<file path="config.mk">
export PLATFORM = sky130hd
export DESIGN_NAME = logic_unit_pipe
export DESIGN_NICKNAME = d
export VERILOG_FILES = /design/src/rtl/logic_unit_pipe.sv
export SDC_FILE = /design/constraint.sdc
export NUM_CORES = 1
export LEC_CHECK = 0
export CELL_PAD_IN_SITES_DETAIL_PLACEMENT = 2
export CELL_PAD_IN_SITES_GLOBAL_PLACEMENT = 2
export CORE_MARGIN = 1.5
export CORE_UTILIZATION = 35
export DETAILED_ROUTE_END_ITERATION = 8
export GPL_TIMING_DRIVEN = 0
export PLACE_DENSITY = 0.91
export SETUP_SLACK_MARGIN = 0.1
export SLEW_MARGIN = 20
export SYNTH_ARGS = -nofsm -noshare
export SYNTH_HDL_FRONTEND = slang
export SYNTH_SLANG_ARGS = --single-unit
</file>
<file path="constraint.sdc">
create_clock -name clk -period 4.5 [get_ports clk]
set_input_delay 0.9 -clock clk [delete_from_list [all_inputs] [get_ports clk]]
set_output_delay 0.9 -clock clk [all_outputs]
set_load 0.01 [all_outputs]
</file>
<file path="src/rtl/logic_unit_pipe.sv">
// Registered eight-function bitwise logic unit with a folding accumulator,
// saturating beat counter and a one-entry valid/ready output stage.
module logic_unit_pipe #(
   parameter int WIDTH = 8,
   parameter int CNT_W = 8
) (
   input  logic             clk,
   input  logic             rst,
   input  logic             in_valid,
   output logic             in_ready,
   input  logic [WIDTH-1:0] a,
   input  logic [WIDTH-1:0] b,
   input  logic [2:0]       op,
   input  logic             acc_mode,
   input  logic             acc_clr,
   output logic             out_valid,
   input  logic             out_ready,
   output logic [WIDTH-1:0] y,
   output logic             y_zero,
   output logic             y_par,
   output logic [CNT_W-1:0] count
);

   logic [WIDTH-1:0] acc_q, acc_d;
   logic [WIDTH-1:0] y_q, y_d;
   logic [WIDTH-1:0] b_eff;
   logic [WIDTH-1:0] res;
   logic             vld_q, vld_d;
   logic             zero_q, zero_d;
   logic             par_q, par_d;
   logic [CNT_W-1:0] cnt_q, cnt_d;
   logic             accept;

   function automatic logic [WIDTH-1:0] bit_op(input logic [2:0]       sel,
                                               input logic [WIDTH-1:0] x,
                                               input logic [WIDTH-1:0] z);
      logic [WIDTH-1:0] r;
      case (sel)
         3'd0:    r = x & z;
         3'd1:    r = x | z;
         3'd2:    r = x ^ z;
         3'd3:    r = ~(x & z);
         3'd4:    r = ~(x | z);
         3'd5:    r = ~(x ^ z);
         3'd6:    r = x & ~z;
         default: r = x;
      endcase
      return r;
   endfunction

   function automatic logic [CNT_W-1:0] sat_inc(input logic [CNT_W-1:0] c);
      return (&c) ? c : c + CNT_W'(1);
   endfunction

   // Downstream slot frees up in the same cycle it is drained, so streaming has no bubble.
   assign in_ready = !vld_q || out_ready;
   assign accept   = in_valid && in_ready;
   assign b_eff    = acc_mode ? acc_q : b;
   assign res      = acc_clr ? a : bit_op(op, a, b_eff);

   always_comb begin
      acc_d  = acc_q;
      y_d    = y_q;
      zero_d = zero_q;
      par_d  = par_q;
      cnt_d  = cnt_q;
      vld_d  = vld_q;
      if (accept) begin
         y_d    = res;
         zero_d = (res == '0);
         par_d  = ^res;
         cnt_d  = sat_inc(cnt_q);
         vld_d  = 1'b1;
         if (acc_clr || acc_mode) acc_d = res;
      end else if (out_ready) begin
         vld_d = 1'b0;
      end
   end

   always_ff @(posedge clk) begin
      if (rst) begin
         acc_q  <= '0;
         y_q    <= '0;
         zero_q <= 1'b1;
         par_q  <= 1'b0;
         cnt_q  <= '0;
         vld_q  <= 1'b0;
      end else begin
         acc_q  <= acc_d;
         y_q    <= y_d;
         zero_q <= zero_d;
         par_q  <= par_d;
         cnt_q  <= cnt_d;
         vld_q  <= vld_d;
      end
   end

   assign out_valid = vld_q;
   assign y         = y_q;
   assign y_zero    = zero_q;
   assign y_par     = par_q;
   assign count     = cnt_q;

endmodule
</file>
---- Word-level counts from Yosys, hierarchy flattened ----
Cells that the tools add are included.
storage, ports and cells
  flip-flop bits (word level) ............. 27
  latch bits .............................. 0
  RAM bits ................................ 0
  ROM bits ................................ 0
  input bits .............................. 25
  output and inout port bits .............. 20
  logic and storage cells ................. 38
  memories ................................ 0
operators by class
  add/sub/neg operators ................... 1
  multipliers ............................. 0
  divide/modulo/power cells ............... 0
  magnitude comparators ................... 0
  eq/ne operators ......................... 6
  shift operators ......................... 0
  mux-type cells .......................... 5
  bitwise logic cells ..................... 9
  reduce and logical (&&, ||, !) cells .... 11
operators with widths
  cell                   count
  $pmux W8 S7            1
  $not A8 Y8             4
  $and A8 B8 Y8          2
  $mux W8                2
  $eq A3 B3 Y1 const B   3
  $add A8 B1 Y8 const B  1
  $logic_not A8 Y1       1
  $or A8 B8 Y8           1
  $reduce_and A8 Y1      1
  $reduce_xor A8 Y1      1
  $xor A8 B8 Y8          1
  $eq A3 B2 Y1 const B   2
  $reduce_and A2 Y1      2
  $eq A3 B1 Y1 const B   1
  $logic_not A3 Y1       1
  $logic_or A1 B1 Y1     2
  $mux W1                2
  $reduce_bool A2 Y1     1
  $logic_and A1 B1 Y1    1
  $logic_not A1 Y1       1
  $not A1 Y1             1

---- Longest topological paths before layout ----
  word-level depth ........................ 6
  depth in mapped cells ................... 12
  depth with buffers taken out ............ 11

---- Worst setup path before layout ----
No wires, ideal clock.
  kind .................................... in2reg
  start ................................... input acc_mode
  end ..................................... register par_q, in the netlist y_par
  data arrival time ....................... 3173 ps
  data required time ...................... 4414 ps
  path slack .............................. 1241 ps
  stages on the path ...................... 10
  buffers on the path ..................... 1
  cells stage by stage .................... buf_4 -> mux2i_1 -> ha_1 -> mux4_2 -> or3_1 -> o221ai_2 -> ha_1 -> xnor2_1 -> xnor2_1 -> a211oi_1
between the ends
  cells in the longest elaborated chain, start to end .. 6
  elaborated cells between the ends (all ways) .. 12
  those cells by class .................... mux: 3; bitwise: 8; reduce/logical: 1
ends and longest elaborated chain
  item                                         RTL line  RTL
  start: declaration                           14        input logic acc_mode,
  $mux W8 (*)                                  58        assign b_eff = acc_mode ? acc_q : b;
  $not A8 Y8, or another cell as far along     45        3'd6: r = x & ~z;
  $and A8 B8 Y8, or another cell as far along  45
  $pmux W8 S7 (*)                              38        case (sel)
  $mux W8 (*)                                  59        assign res = acc_clr ? a : bit_op(op, a, b_eff);
  $reduce_xor A8 Y1 (*)                        71        par_d = ^res;
  end signal: assignment                       92        par_q <= par_d;
  end: declaration                             30        logic par_q, par_d;
Every way passes the cells marked *; elsewhere a longest branch is shown, timed or not.
A chain may end at the register's enable or synchronous reset.

---- Worst setup path after layout ----
  start ................................... input b[6]
  end ..................................... register par_q, in the netlist y_par
between the ends
  cells in the longest elaborated chain, start to end .. 6
  elaborated cells between the ends (all ways) .. 12
  those cells by class .................... mux: 3; bitwise: 8; reduce/logical: 1
ends and longest elaborated chain
  item                                         RTL line  RTL
  start: declaration                           12        input logic [WIDTH-1:0] b,
  $mux W8 (*)                                  58
  $not A8 Y8, or another cell as far along     45
  $and A8 B8 Y8, or another cell as far along  45
  $pmux W8 S7 (*)                              38
  $mux W8 (*)                                  59
  $reduce_xor A8 Y1 (*)                        71
Marked as above.

==> metrics.md <==
| Metric | Value |
|---|---|
| Outcome | completed |
| Share of power burned in the clock network | 20.7% |
| FMAX | 276 MHz |
| Global-route wire length before repair | 12900 µm |
| # hold bufs at CTS | 0 |
| Clock skew | 0.00923 ns |
| Share of cells above drive strength 1 | 13.1% |
| # H-tree levels | 1 |
| FF+latch count, synth | 27 |
| First DRT Iteration DRCs | 72 |
| HP Class | reg -> reg |
| Cell Area, Synth | 0.00244 mm² |
| Final Hold Viols | 0 |
| Vias in the first global route | 2432 |
| Sequential share of the synthesized area | 22.2% |
| Routed vias/inst | 5.69 |
| Max Transition Viols Final | 0 |
| Vias | 2237 |
| Fin cells | 393 |
| Gate power share | 39.5% |
| Commonest non-fill, non-tap cells in the layout | clkdlybuf4s50_1 (41), ha_1 (29), dfxtp_1 (27), inv_1 (20), nor2_1 (17) |
| Crit path time final | 3.62 ns |
| Synth Flop Type | dfxtp_1 |
| Synth Instances | 268 |
| Syn avg cell area | 9.10 µm² |
| Worst Path Arrival | 3.80 ns |
| GR Overflow Total | 0 |
| Cell Pwr Density | 225 mW/mm² |
| Max clock buf depth | 2 |
| Num CTS Buffers | 3 |
| CP startpoint kind | input pin |
| Slew @ Worst Pin | 0.587 ns |
| Largest net degree at the start of global routing | 15 |
| Maximum vdd drop | 129 µV |
| Port bufs | 41 |
| DRC | 0 |
| P_int | 0.445 mW |
| Design Power | 0.674 mW |
| Gr usage total | 21.7% |
| Maxcap violations | 0 |
| Dpl hpwl | 6010 µm |
| Tcrit/Tclk final | 80.4% |
| Final Routed Wirelength | 7700 µm |
| EDFF count, synth | 0 |
| DIE HEIGHT | 86.5 µm |
| Most common cell after layout, fill and taps aside | clkdlybuf4s50_1 |
| Placeable Area | 0.00676 mm² |
| Fraction of registers with async set/reset | 0% |
| Antenna cells | 0 |
| Placed insts | 389 |
| Syn_nets | 322 |
| Synth Warn # | 0 |
| WL per Instance | 19.6 µm |
| Pre-antenna DRT Iters | 4 |
| Pleak | 1.24 nW |
| Die area | 0.00748 mm² |
| Rows | 30 |
| RSZ-0062 raised after global routing | no |
| Fill count | 765 |
| IO Pins | 45 |
| Crit end category | flip-flop |
| Setup Crit Path Kind | in -> reg |
| Setup Viol. Count Final | 0 |
| Setup Total Neg Slack | 0 ns |
| Post-CTS Resized | 0 |
| CP Max Fanout | 3 |
| Initial core utilization | 36.1% |
| Final nets | 368 |
| Slew headroom | 60.9% |
| Antenna Nets Post-Route | 0 |
| Final GP Congestion | 0.813 |
| R2r setup slk | 1.61 ns |
| Worst skew pair latency | 0.27 ns |
| Die Span X | 86.5 µm |
| TritonCTS clock tree | built |
| Initial antenna violation count | 0 |
| CTS clk-pin slew, worst paths | 0.09 ns |
| Synth-to-Final Area Change | 22.8% |
| Library cells used by synthesis | 73 |
| CTS Sinks | 27 |
| Psw | 0.229 mW |
| Sw frac | 34.0% |
| Clock Tree Root | clkbuf_8 |
| Setup bufs post-CTS | 0 |
| Reg power frac | 39.8% |
| Worst Path Required | 4.68 ns |
## kinds of logic after synthesis
logic type                 after synthesis  synth area share [%]
muxes                                   21                  10.0
and+or+nand+nor                         83                  19.0
buffers and inverters                   39                  7.75
xor gates and xnor gates                 4                  1.44
DFF                                     27                  22.2
AOI/OAI and AO/OA                       65                  24.8
adders and majority gates               29                  14.9
## area by class of cell
cell class	count	area [µm²]	area share, %
plain buffers	16	103	3.43
multi-input cells	202	1710	57.1
clock buffers	4	45.0	1.50
well taps	80	100	3.34
repair buffers	41	410	13.7
inverters	23	86.3	2.88
flip-flops and latches	27	541	18.1
## sequential cells by signal, indices dropped and copies added (netlist names)
name,count
acc_q,8
count,8
out_valid,1
y,8
y_par,1
y_zero,1
## worst max-delay path: stages
cell and delay [ns]:
clkdlybuf4s50_1 0.43, mux2i_1 0.26, ha_1 0.32, mux2_2 0.27
a21o_1 0.19, a211oi_1 0.45, or2_1 0.21, ha_1 0.25
xnor2_1 0.19, xnor2_1 0.11, a211oi_1 0.23
## routing by layer
layer  vias up  global-route usage [%]  routed length (µm)
met5         -                       0                   0
met4         0                    3.81                  56
met3         6                    1.14                 152
met2        26                    39.6                3830
met1      1118                    28.5                3660
li1       1087                       -                   -
## cells in the mapped netlist (all sizes together) (4+ instances only)
cell     count  area (µm²)
or2          5        31.3
dfxtp       27         541
a211oi       7        62.6
o41ai        6        60.1
mux2i       15         150
nor2        17        63.8
inv         23        86.3
nand3       11        55.1
a2111oi      4        55.1
and2b        4        30.0
nand2       14        52.6
ha          29         363
buf         13        91.3
nor3         4        31.3
a21oi        9        45.0
o31ai        7        62.6
mux2         4        48.8
## metrics by stage
step	cell area, µm²	hold WS [ns]	utilization [%]	setup WS, ns
2_1_floorplan	2440	0.440	-	1.24
3_3_place_gp	2950	0.465	43.6	0.881
3_5_place_dp	2950	0.478	43.6	0.699
4_1_cts	2990	0.488	44.3	0.868
5_1_grt	2990	0.527	44.3	0.687
6_report	2990	0.483	44.3	0.880
## worst paths after layout
check | from | end | cells after the start
hold reg to reg | y[2] | y[2] | 2
hold / removal | y[2] | y[2] | 2
setup reg to reg | acc_q[6] | y_par | 10
setup / recovery | b[6] | y_par | 11
## power groups by stage
stage                     Combinational, mW  Sequential, mW  Clock (mW)
after floorplan                       0.165           0.276           0
after global placement                0.254           0.273           0
after detailed placement              0.265           0.274           0
after CTS                             0.269           0.268       0.144
after global routing                  0.293           0.270       0.151
final                                 0.266           0.268       0.139
Power figures use the tool's default switching activity.
